$ cat src/rtl/ysyx_22041211_bus_pkg.sv
// Shared types and constants for the IFU/LSU memory arbiter.
package ysyx_22041211_bus_pkg;

  typedef enum logic [1:0] {
    IDLE,
    REQ,
    WAIT
  } state_t;

  typedef enum logic {
    OWN_IF,
    OWN_LS
  } owner_t;

  localparam logic [3:0] IF_WMASK = 4'b1111;

  function automatic int clog2(input int value);
    int result = 0;
    for (int i = 0; i < 31; i++) begin
      if ((1 << i) < value) result = i + 1;
    end
    return result;
  endfunction

endpackage

$ cat src/rtl/ysyx_22041211_mem_arbiter_if.sv
// Requester and downstream memory signals of the arbiter, bundled as one bus.
interface ysyx_22041211_mem_arbiter_if #(
  parameter int ADDR_LEN = 32,
  parameter int DATA_LEN = 32
);

  logic                if_req_i;
  logic [ADDR_LEN-1:0] if_addr_i;
  logic                if_gnt_o;
  logic                if_rvalid_o;
  logic [DATA_LEN-1:0] if_rdata_o;

  logic                ls_req_i;
  logic                ls_wen_i;
  logic [ADDR_LEN-1:0] ls_addr_i;
  logic [DATA_LEN-1:0] ls_wdata_i;
  logic [3:0]          ls_wmask_i;
  logic                ls_gnt_o;
  logic                ls_rvalid_o;
  logic [DATA_LEN-1:0] ls_rdata_o;

  logic                err_o;

  logic                mem_req_o;
  logic                mem_wen_o;
  logic [ADDR_LEN-1:0] mem_addr_o;
  logic [DATA_LEN-1:0] mem_wdata_o;
  logic [3:0]          mem_wmask_o;
  logic                mem_ready_i;
  logic                mem_rvalid_i;
  logic [DATA_LEN-1:0] mem_rdata_i;

  // Arbiter view.
  modport slave (
    input  if_req_i, if_addr_i,
    output if_gnt_o, if_rvalid_o, if_rdata_o,
    input  ls_req_i, ls_wen_i, ls_addr_i, ls_wdata_i, ls_wmask_i,
    output ls_gnt_o, ls_rvalid_o, ls_rdata_o,
    output err_o,
    output mem_req_o, mem_wen_o, mem_addr_o, mem_wdata_o, mem_wmask_o,
    input  mem_ready_i, mem_rvalid_i, mem_rdata_i
  );

  // Environment view: requesters plus memory bridge.
  modport master (
    output if_req_i, if_addr_i,
    input  if_gnt_o, if_rvalid_o, if_rdata_o,
    output ls_req_i, ls_wen_i, ls_addr_i, ls_wdata_i, ls_wmask_i,
    input  ls_gnt_o, ls_rvalid_o, ls_rdata_o,
    input  err_o,
    input  mem_req_o, mem_wen_o, mem_addr_o, mem_wdata_o, mem_wmask_o,
    output mem_ready_i, mem_rvalid_i, mem_rdata_i
  );

endinterface

$ cat src/rtl/ysyx_22041211_rr_arb2.sv
// Two-way round-robin picker: req[0] is the IFU, req[1] the LSU.
module ysyx_22041211_rr_arb2 (
  input  logic       clk,
  input  logic       rst,
  input  logic [1:0] req,
  input  logic       prio,
  input  logic       advance,
  output logic [1:0] gnt,
  output logic       prio_q
);

  logic prio_reg;

  // prio=1 favours req[1] on contention; a lone requester always wins.
  always_comb begin
    gnt = 2'b00;
    if (req[1] && (prio || !req[0])) begin
      gnt = 2'b10;
    end else if (req[0]) begin
      gnt = 2'b01;
    end
  end

  always_ff @(posedge clk) begin
    if (rst) begin
      prio_reg <= 1'b1;
    end else if (advance && (gnt != 2'b00)) begin
      prio_reg <= gnt[0];
    end
  end

  assign prio_q = prio_reg;

endmodule

$ cat src/rtl/ysyx_22041211_mem_arbiter.sv
// Shares one memory port between IFU and LSU: round-robin grant, a single
// outstanding transaction and a response watchdog that fabricates an error reply.
module ysyx_22041211_mem_arbiter
  import ysyx_22041211_bus_pkg::*;
#(
  parameter int ADDR_LEN  = 32,
  parameter int DATA_LEN  = 32,
  parameter int TO_CYCLES = 256
) (
  input logic                      clk,
  input logic                      rst,
  ysyx_22041211_mem_arbiter_if.slave bus
);

  localparam int WD_W = (TO_CYCLES > 1) ? clog2(TO_CYCLES) : 1;
  localparam logic [WD_W-1:0] WD_LAST = WD_W'((TO_CYCLES == 0) ? 0 : TO_CYCLES - 1);

  state_t              state_reg, state_next;
  owner_t              owner_reg, owner_next;
  logic [WD_W-1:0]     wd_reg;
  logic                mem_req_reg;
  logic                mem_wen_reg;
  logic [ADDR_LEN-1:0] mem_addr_reg;
  logic [DATA_LEN-1:0] mem_wdata_reg;
  logic [3:0]          mem_wmask_reg;

  logic [1:0] arb_req;
  logic [1:0] arb_gnt;
  logic       prio_ls;
  logic       load;
  logic       accept;
  logic       resp;
  logic       timeout;

  ysyx_22041211_rr_arb2 u_rr_arb2 (
    .clk     (clk),
    .rst     (rst),
    .req     (arb_req),
    .prio    (prio_ls),
    .advance (load),
    .gnt     (arb_gnt),
    .prio_q  (prio_ls)
  );

  always_comb begin
    state_next = state_reg;
    owner_next = owner_reg;
    arb_req    = 2'b00;
    load       = 1'b0;
    accept     = 1'b0;
    resp       = 1'b0;
    timeout    = 1'b0;
    case (state_reg)
      IDLE: begin
        // Requests are only offered to the picker here, so a grant can never
        // coincide with a response cycle.
        arb_req = {bus.ls_req_i, bus.if_req_i};
        if (arb_gnt != 2'b00) begin
          load       = 1'b1;
          owner_next = arb_gnt[1] ? OWN_LS : OWN_IF;
          state_next = REQ;
        end
      end
      REQ: begin
        if (bus.mem_ready_i) begin
          accept     = 1'b1;
          state_next = WAIT;
        end
      end
      WAIT: begin
        if (bus.mem_rvalid_i) begin
          resp       = 1'b1;
          state_next = IDLE;
        end else if ((TO_CYCLES != 0) && (wd_reg == WD_LAST)) begin
          resp       = 1'b1;
          timeout    = 1'b1;
          state_next = IDLE;
        end
      end
      default: state_next = IDLE;
    endcase
  end

  always_ff @(posedge clk) begin
    if (rst) begin
      state_reg     <= IDLE;
      owner_reg     <= OWN_IF;
      wd_reg        <= '0;
      mem_req_reg   <= 1'b0;
      mem_wen_reg   <= 1'b0;
      mem_addr_reg  <= '0;
      mem_wdata_reg <= '0;
      mem_wmask_reg <= '0;
    end else begin
      state_reg <= state_next;
      owner_reg <= owner_next;
      if (load) begin
        mem_req_reg   <= 1'b1;
        mem_wen_reg   <= arb_gnt[1] ? bus.ls_wen_i : 1'b0;
        mem_addr_reg  <= arb_gnt[1] ? bus.ls_addr_i : bus.if_addr_i;
        mem_wdata_reg <= arb_gnt[1] ? bus.ls_wdata_i : '0;
        mem_wmask_reg <= arb_gnt[1] ? bus.ls_wmask_i : IF_WMASK;
      end else if (accept) begin
        mem_req_reg <= 1'b0;
      end
      if (accept) begin
        wd_reg <= '0;
      end else if (state_reg == WAIT) begin
        wd_reg <= wd_reg + WD_W'(1);
      end
    end
  end

  // Response routing, indexed like the picker: 0 = IFU, 1 = LSU.
  logic                resp_ok;
  logic [1:0]          owner_onehot;
  logic [1:0]          rvalid_vec;
  logic [DATA_LEN-1:0] rdata_vec [2];

  assign resp_ok      = resp & ~rst;
  assign owner_onehot = {owner_reg == OWN_LS, owner_reg == OWN_IF};

  generate
    for (genvar gi = 0; gi < 2; gi++) begin : g_resp
      assign rvalid_vec[gi] = resp_ok & owner_onehot[gi];
      assign rdata_vec[gi]  = (rvalid_vec[gi] && !timeout) ? bus.mem_rdata_i : '0;
    end
  endgenerate

  assign bus.if_gnt_o    = ~rst & arb_gnt[0];
  assign bus.ls_gnt_o    = ~rst & arb_gnt[1];
  assign bus.if_rvalid_o = rvalid_vec[0];
  assign bus.ls_rvalid_o = rvalid_vec[1];
  assign bus.if_rdata_o  = rdata_vec[0];
  assign bus.ls_rdata_o  = rdata_vec[1];
  assign bus.err_o       = resp_ok & timeout;

  assign bus.mem_req_o   = mem_req_reg;
  assign bus.mem_wen_o   = mem_wen_reg;
  assign bus.mem_addr_o  = mem_addr_reg;
  assign bus.mem_wdata_o = mem_wdata_reg;
  assign bus.mem_wmask_o = mem_wmask_reg;

endmodule

$ cat src/flat_wrapper.sv
// flat-port wrapper written by rule: the top's interface ports become plain ports
module ysyx_22041211_mem_arbiter_flat import ysyx_22041211_bus_pkg::*;
#(
  parameter int ADDR_LEN  = 32,
  parameter int DATA_LEN  = 32,
  parameter int TO_CYCLES = 256
)
  (clk, rst, bus_if_req_i, bus_if_addr_i, bus_if_gnt_o, bus_if_rvalid_o, bus_if_rdata_o, bus_ls_req_i, bus_ls_wen_i, bus_ls_addr_i, bus_ls_wdata_i, bus_ls_wmask_i, bus_ls_gnt_o, bus_ls_rvalid_o, bus_ls_rdata_o, bus_err_o, bus_mem_req_o, bus_mem_wen_o, bus_mem_addr_o, bus_mem_wdata_o, bus_mem_wmask_o, bus_mem_ready_i, bus_mem_rvalid_i, bus_mem_rdata_i);
  ysyx_22041211_mem_arbiter_if #(.ADDR_LEN(ADDR_LEN), .DATA_LEN(DATA_LEN)) bus_i ();
  input logic clk;
  input logic rst;
  input wire logic [$bits(bus_i.if_req_i)-1:0] bus_if_req_i;
  input wire logic [$bits(bus_i.if_addr_i)-1:0] bus_if_addr_i;
  output wire logic [$bits(bus_i.if_gnt_o)-1:0] bus_if_gnt_o;
  output wire logic [$bits(bus_i.if_rvalid_o)-1:0] bus_if_rvalid_o;
  output wire logic [$bits(bus_i.if_rdata_o)-1:0] bus_if_rdata_o;
  input wire logic [$bits(bus_i.ls_req_i)-1:0] bus_ls_req_i;
  input wire logic [$bits(bus_i.ls_wen_i)-1:0] bus_ls_wen_i;
  input wire logic [$bits(bus_i.ls_addr_i)-1:0] bus_ls_addr_i;
  input wire logic [$bits(bus_i.ls_wdata_i)-1:0] bus_ls_wdata_i;
  input wire logic [$bits(bus_i.ls_wmask_i)-1:0] bus_ls_wmask_i;
  output wire logic [$bits(bus_i.ls_gnt_o)-1:0] bus_ls_gnt_o;
  output wire logic [$bits(bus_i.ls_rvalid_o)-1:0] bus_ls_rvalid_o;
  output wire logic [$bits(bus_i.ls_rdata_o)-1:0] bus_ls_rdata_o;
  output wire logic [$bits(bus_i.err_o)-1:0] bus_err_o;
  output wire logic [$bits(bus_i.mem_req_o)-1:0] bus_mem_req_o;
  output wire logic [$bits(bus_i.mem_wen_o)-1:0] bus_mem_wen_o;
  output wire logic [$bits(bus_i.mem_addr_o)-1:0] bus_mem_addr_o;
  output wire logic [$bits(bus_i.mem_wdata_o)-1:0] bus_mem_wdata_o;
  output wire logic [$bits(bus_i.mem_wmask_o)-1:0] bus_mem_wmask_o;
  input wire logic [$bits(bus_i.mem_ready_i)-1:0] bus_mem_ready_i;
  input wire logic [$bits(bus_i.mem_rvalid_i)-1:0] bus_mem_rvalid_i;
  input wire logic [$bits(bus_i.mem_rdata_i)-1:0] bus_mem_rdata_i;
  assign bus_i.if_req_i = bus_if_req_i;
  assign bus_i.if_addr_i = bus_if_addr_i;
  assign bus_if_gnt_o = bus_i.if_gnt_o;
  assign bus_if_rvalid_o = bus_i.if_rvalid_o;
  assign bus_if_rdata_o = bus_i.if_rdata_o;
  assign bus_i.ls_req_i = bus_ls_req_i;
  assign bus_i.ls_wen_i = bus_ls_wen_i;
  assign bus_i.ls_addr_i = bus_ls_addr_i;
  assign bus_i.ls_wdata_i = bus_ls_wdata_i;
  assign bus_i.ls_wmask_i = bus_ls_wmask_i;
  assign bus_ls_gnt_o = bus_i.ls_gnt_o;
  assign bus_ls_rvalid_o = bus_i.ls_rvalid_o;
  assign bus_ls_rdata_o = bus_i.ls_rdata_o;
  assign bus_err_o = bus_i.err_o;
  assign bus_mem_req_o = bus_i.mem_req_o;
  assign bus_mem_wen_o = bus_i.mem_wen_o;
  assign bus_mem_addr_o = bus_i.mem_addr_o;
  assign bus_mem_wdata_o = bus_i.mem_wdata_o;
  assign bus_mem_wmask_o = bus_i.mem_wmask_o;
  assign bus_i.mem_ready_i = bus_mem_ready_i;
  assign bus_i.mem_rvalid_i = bus_mem_rvalid_i;
  assign bus_i.mem_rdata_i = bus_mem_rdata_i;
  ysyx_22041211_mem_arbiter #(.ADDR_LEN(ADDR_LEN), .DATA_LEN(DATA_LEN), .TO_CYCLES(TO_CYCLES)) u_core (.clk(clk), .rst(rst), .bus(bus_i));
endmodule
$ cat config.mk
export PLATFORM = sky130hd
export DESIGN_NAME = ysyx_22041211_mem_arbiter_flat
export DESIGN_NICKNAME = d
export VERILOG_FILES = /design/src/rtl/ysyx_22041211_bus_pkg.sv /design/src/rtl/ysyx_22041211_mem_arbiter_if.sv /design/src/rtl/ysyx_22041211_rr_arb2.sv /design/src/rtl/ysyx_22041211_mem_arbiter.sv /design/src/flat_wrapper.sv
export SDC_FILE = /design/constraint.sdc
export NUM_CORES = 1
export LEC_CHECK = 0
export BUFFER_PORTS_ARGS = -buffer_cell sky130_fd_sc_hd__buf_2
export CAP_MARGIN = 20
export CORE_MARGIN = 2
export CORE_UTILIZATION = 34
export CTS_CLUSTER_SIZE = 28
export DETAILED_ROUTE_END_ITERATION = 10
export PLACE_DENSITY = 0.69
export SLEW_MARGIN = 5
export SYNTH_ARGS = -nofsm -noshare
export SYNTH_HDL_FRONTEND = slang
export SYNTH_SLANG_ARGS = --single-unit
$ cat constraint.sdc
create_clock -name clk -period 3.05 [get_ports clk]
set_input_delay 0.7625 -clock clk [delete_from_list [all_inputs] [get_ports clk]]
set_output_delay 0.7625 -clock clk [all_outputs]
set_load 0.02 [all_outputs]
Yosys cells after proc, flatten, opt, wreduce, memory -nomap -nowiden
Index checks and enable logic that the tools add are counted.
Widths: inputs -> output; s select.

word-level totals
  register bits = 82
  logic and storage cells = 63

cells by class
  mux-type cells = 26
  reductions and logical operators = 13
  bitwise operators = 8
  $add $sub $neg = 1
  equal/unequal tests = 6

operator list
  cell                 number
  $mux 32              4
  $mux 1               14
  $mux 2               6
  $add 8x1->8 const B  1
  $eq 8x8->1 const B   1
  $and 1x1->1          6
  $pmux 2 s3           1
  $logic_and 1x1->1    4
  $mux 4               1
  $reduce_bool 2->1    2
  $ne 3x2->1 const B   1
  $reduce_and 3->1     1
  $eq 2x1->1 const B   1
  $eq 2x2->1 const B   1
  $logic_not 1->1      2
  $logic_not 2->1      1
  $ne 2x1->1 const B   1
  $ne 2x2->1 const B   1
  $not 1->1            2
  $reduce_and 2->1     1
  $reduce_or 2->1      1
  $logic_or 1x1->1     1

Depth between registers and ports, before layout
  depth after elaboration = 10
  mapped depth = 6
  depth with buffers taken out = 4

Modules after synthesis
Synthesis repeated with hierarchy kept, for this count alone.

second synthesis, totals
  cell total of the unflattened synthesis = 454
  area, all modules = 3926.3 um2

modules (own cells, without submodules)
  module                     times used  seq. area each (um2)  area an instance (um2)  cells an instance
  ysyx_22041211_mem_arbiter  1           1621.6                3865.0                  447
  ysyx_22041211_rr_arb2      1           20.0                  61.3                    7

Worst setup path after synthesis
No wires, ideal clock.

  kind = input to output
  from = input port rst
  to = output port bus_ls_rvalid_o
  buffers on the path = 2
  arrival = 1922 ps
  path slack = 366 ps
  stages = 3
  data required time = 2288 ps
  cell sequence = clkbuf_1 clkbuf_1 nor4b_1

on the way
  cells in the longest elaborated chain, start to end = 3

RTL lines
  element             line                              text
  start: declaration  flat_wrapper.sv:11                input logic rst;
  $not 1->1           ysyx_22041211_mem_arbiter.sv:120  assign resp_ok = resp & ~rst;
  $and 1x1->1         ysyx_22041211_mem_arbiter.sv:120
  $and 1x1->1         ysyx_22041211_mem_arbiter.sv:125  assign rvalid_vec[gi] = resp_ok & owner_onehot[gi];
  end: declaration    flat_wrapper.sv:23                output wire logic [$bits(bus_i.ls_rvalid_o)-1:0] bus_ls_rvalid_o;

Every way passes these cells.

Worst setup path in the final report
  from = register u_core.state_reg[0]
  to = output port bus_ls_rdata_o[14]

on the way
  cells in the longest elaborated chain, start to end = 6

RTL lines
  element                   line                              text
  start: declaration        ysyx_22041211_mem_arbiter.sv:18   state_t state_reg, state_next;
  start signal: assignment  ysyx_22041211_mem_arbiter.sv:95   state_reg <= state_next;
  $eq 2x2->1 *              ysyx_22041211_mem_arbiter.sv:53   case (state_reg)
  $mux 1                    ysyx_22041211_mem_arbiter.sv:53
  $and 1x1->1               ysyx_22041211_mem_arbiter.sv:120
  $and 1x1->1               ysyx_22041211_mem_arbiter.sv:125
  $logic_and 1x1->1 *       ysyx_22041211_mem_arbiter.sv:126  assign rdata_vec[gi] = (rvalid_vec[gi] && !timeout) ? bus.mem_rdata_i : '0;
  $mux 32 *                 ysyx_22041211_mem_arbiter.sv:126
  end: declaration          flat_wrapper.sv:24                output wire logic [$bits(bus_i.ls_rdata_o)-1:0] bus_ls_rdata_o;

Mark *: on every way between the ends. The rest lies on a longest branch, timed or not.

==> results.md <==
- I/O Buffers: roughly 280
- Post-CTS sizing: 0
- Synth cell types: 44
- Max-Cap Viols: 0
- Net count, final: 818
- Leading area contributor after synthesis: dfxtp_1
- Slew Viols, Final: 0
- Antenna Nets Post-Route: 0
- Slew HR: a little under three fifths
- H-tree depth: 3
- Row count: 38
- Setup TNS: 0 ns
- Lkg Pwr: ~2.7 nW
- Initial Utilization: between 30% and 40%
- Post-synth EDFFs: 0
- CTS tree: yes
- Die area: roughly 12000 sq um
- Die width: 109 microns
- Adder-cell share of the synthesized area: 0.331%
- Worst setup EP type: primary output
- GPL Wtd Cong: between 0.7 and 0.8
- Die height: 109 microns
- Footprint of the multi-input gates: approximately 1900 sq um
- GRT Overall Usage: approximately a fifth
- Detailed Route Iter0 Violations: between 300 and 400
- Synth Register Bits: 82
- Tcrit/Tclk final: between 90% and 100%
- YS warnings: 0
- Routed wire length: 12900 microns
- Post-synth top area share: 43.4%
- Share of cells above drive strength 1: a little under half
- VDD IR-drop max: between 200 and 300 uV
- Drt drc: 0
- Setup Skew: 0.00694 ns
- RSZ-0062 raised after global routing: no
- Worst-Margin Slew: 0.657 ns
- Ranking of synthesized cells by area: dfxtp_1 43%, and2_1 11%, a22o_1 7.6%, a311oi_1 7.4%, a21oi_1 5.3%
- Cts hold-fix bufs: 0
- Vias in the first global route: 3715
- Via density per instance: a little over 5
- WP data required: 2.29 ns
- Final Critical Period: about 2.8 ns
- Xor/xnor share of the synthesized area: 0.463%
- Seq/Total Area, Yosys: 43.4%
- Outcome: finished clean
- Gr ovfl total: 0
- Compound-Gate Fraction of Synth Area: around 28%
- Hold Fails Final Rpt: 0
- Sink Count: 82
- First-pass GRT wire length: about 19000 microns
- Cells after synthesis: roughly 420
- Crit path DAT: between 2 and 2.5 ns
- Core area: around 11000 sq um
- Synth Area in Simple Gates: between 20% and 30%
- Skew-Pair Late Insertion Delay: 0.35 ns
- CTS Buffer Depth: 2
- Detail Placement HPWL: a little under 10000 microns
- Largest net degree at the start of global routing: 40
- Async set or reset register ratio after synthesis: 0%
- IO Pins: between 200 and 300
- Initial antenna violation count: 1
- Largest family of logic cells by synthesized area: compound AO/OA/AOI/OAI gates
- Setup violations, final: 0
- Final Util: just over 50%
- Register area: roughly 1600 sq um
- CTS clk-pin slew, worst paths: about 0.090 ns
- Kind of critical path: flip-flop to primary output
- Max frequency: 0.355 GHz
- Net Count, Synth: around 560
- Min-Delay Path Class: flip-flop to flip-flop
- Cts bufs inserted: 9
- Tot Pwr: between 0.002 and 0.003 W
- Post-CTS Setup Repair Bufs: 0
- Startpoint Class: flip-flop
- Mapped cell area: between 3000 and 4000 sq um
- Root buf cell: clkbuf_8
- Most used DFF post-synth: dfxtp_1
- Critical Path Fanout Max: 32
- Via count: approximately 4200
- WL/cell: roughly 16 microns
- Mux cell area share after synthesis: less than 1%
- # fillers: about 1000
- Layout area overhead: 44.4%
- PD cells: 514 nW/um^2
- DRT Pass-1 Iters: 5
- Avg Inst Size Synth: 8.96 sq um
[worst max-delay path, stage by stage (launching register included)]
cell and delay, ns:
dfxtp_1 0.42, nand2b_1 0.24, and4bb_2 0.65, and2_1 0.22, buf_2 0.17
[cell usage after synthesis (2+ instances only)]
library cell	instances
o221a_2	5
buf_2	9
and2_1	65
o21ai_0	35
a22o_1	33
xor2_1	2
o31ai_1	2
or4_1	2
nand3_1	34
dfxtp_1	82
nor2_1	5
buf_6	4
nand2b_1	2
nor4_1	2
clkbuf_1	31
a311oi_1	32
nor4b_1	2
a21oi_1	40
or3_1	3
inv_1	3
nand2_1	6
[area by class of cell]
| cell class | count | share of cell area (%) |
|---|---|---|
| multi-input cells | 291 | 35.5 |
| flip-flops and latches | 82 | 30.1 |
| repair buffers | 290 | 27.2 |
| well taps | 140 | 3.21 |
| clock buffers | 9 | 2.27 |
| clock inverters | 7 | 1.49 |
| inverters | 4 | 0.275 |
| diodes | 1 | 0.0458 |
[metrics by stage]
| step | cell area (sq um) | hold WS, ns | worst slack, ns | instances |
|---|---|---|---|---|
| after floorplan | 3780 | 0.447 | 0.366 | 422 |
| after global placement | 5250 | 0.430 | 0.518 | 807 |
| after detailed placement | 5250 | 0.439 | 0.420 | 807 |
| after CTS | 5460 | 0.460 | 0.238 | 823 |
| after global routing | 5460 | 0.488 | 0.0944 | 823 |
| final | 5460 | 0.452 | 0.230 | 824 |
[power breakdown]
| part | switching (W) | internal, W |
|---|---|---|
| combinational | 0.000452 | 0.000286 |
| sequential | 0.0000616 | 0.00118 |
| clock | 0.000431 | 0.000391 |
[metal layers]
layer / GRT usage [%] / part of all wire [%]
met1: 27.0 / 43
met2: 30.8 / 46
met3: 5.04 / 8.9
met4: 5.79 / 1.5
met5: 0 / 0
[worst paths after layout]
kind / start / depth (start not counted) / end / slack [ns]
setup / recovery: u_core.state_reg[0]$_SDFFE_PP0P_ / 4 / bus_ls_rdata_o[14] / 0.23
hold / removal: u_core.bus.mem_req_o$_SDFFE_PP0P_ / 2 / u_core.bus.mem_req_o$_SDFFE_PP0P_ / 0.45
setup reg to reg: u_core.state_reg[1]$_SDFFE_PP0P_ / 6 / u_core.bus.mem_addr_o[12]$_SDFFE_PP0P_ / 1.09
hold reg to reg: u_core.bus.mem_req_o$_SDFFE_PP0P_ / 2 / u_core.bus.mem_req_o$_SDFFE_PP0P_ / 0.45
[cell families after synthesis]
| group | after synthesis |
|---|---|
| flip-flops | 82 |
| buffers and inverters | 49 |
| multiplexers | 2 |
| AND/OR/NAND/NOR | 133 |
| XOR/XNOR | 2 |
| AO/OA/AOI/OAI | 153 |
| adder cells (fa/ha/maj) | 1 |
[placed cells by master, fill, tap and decap left out, types with 2 or more instances in the layout]
cell,count
nand2b_1,2
nor4_1,2
buf_4,13
clkbuf_8,9
or4_1,2
nor2_1,4
nand3_1,34
a22o_1,33
inv_6,4
dfxtp_1,82
a311oi_1,32
o221a_2,5
buf_2,277
nand2_1,6
o31ai_1,2
inv_1,3
o21ai_0,35
and2_1,65
xor2_1,2
or3_1,3
a21oi_1,39
Note: power is estimated with default switching activity, not from simulation.
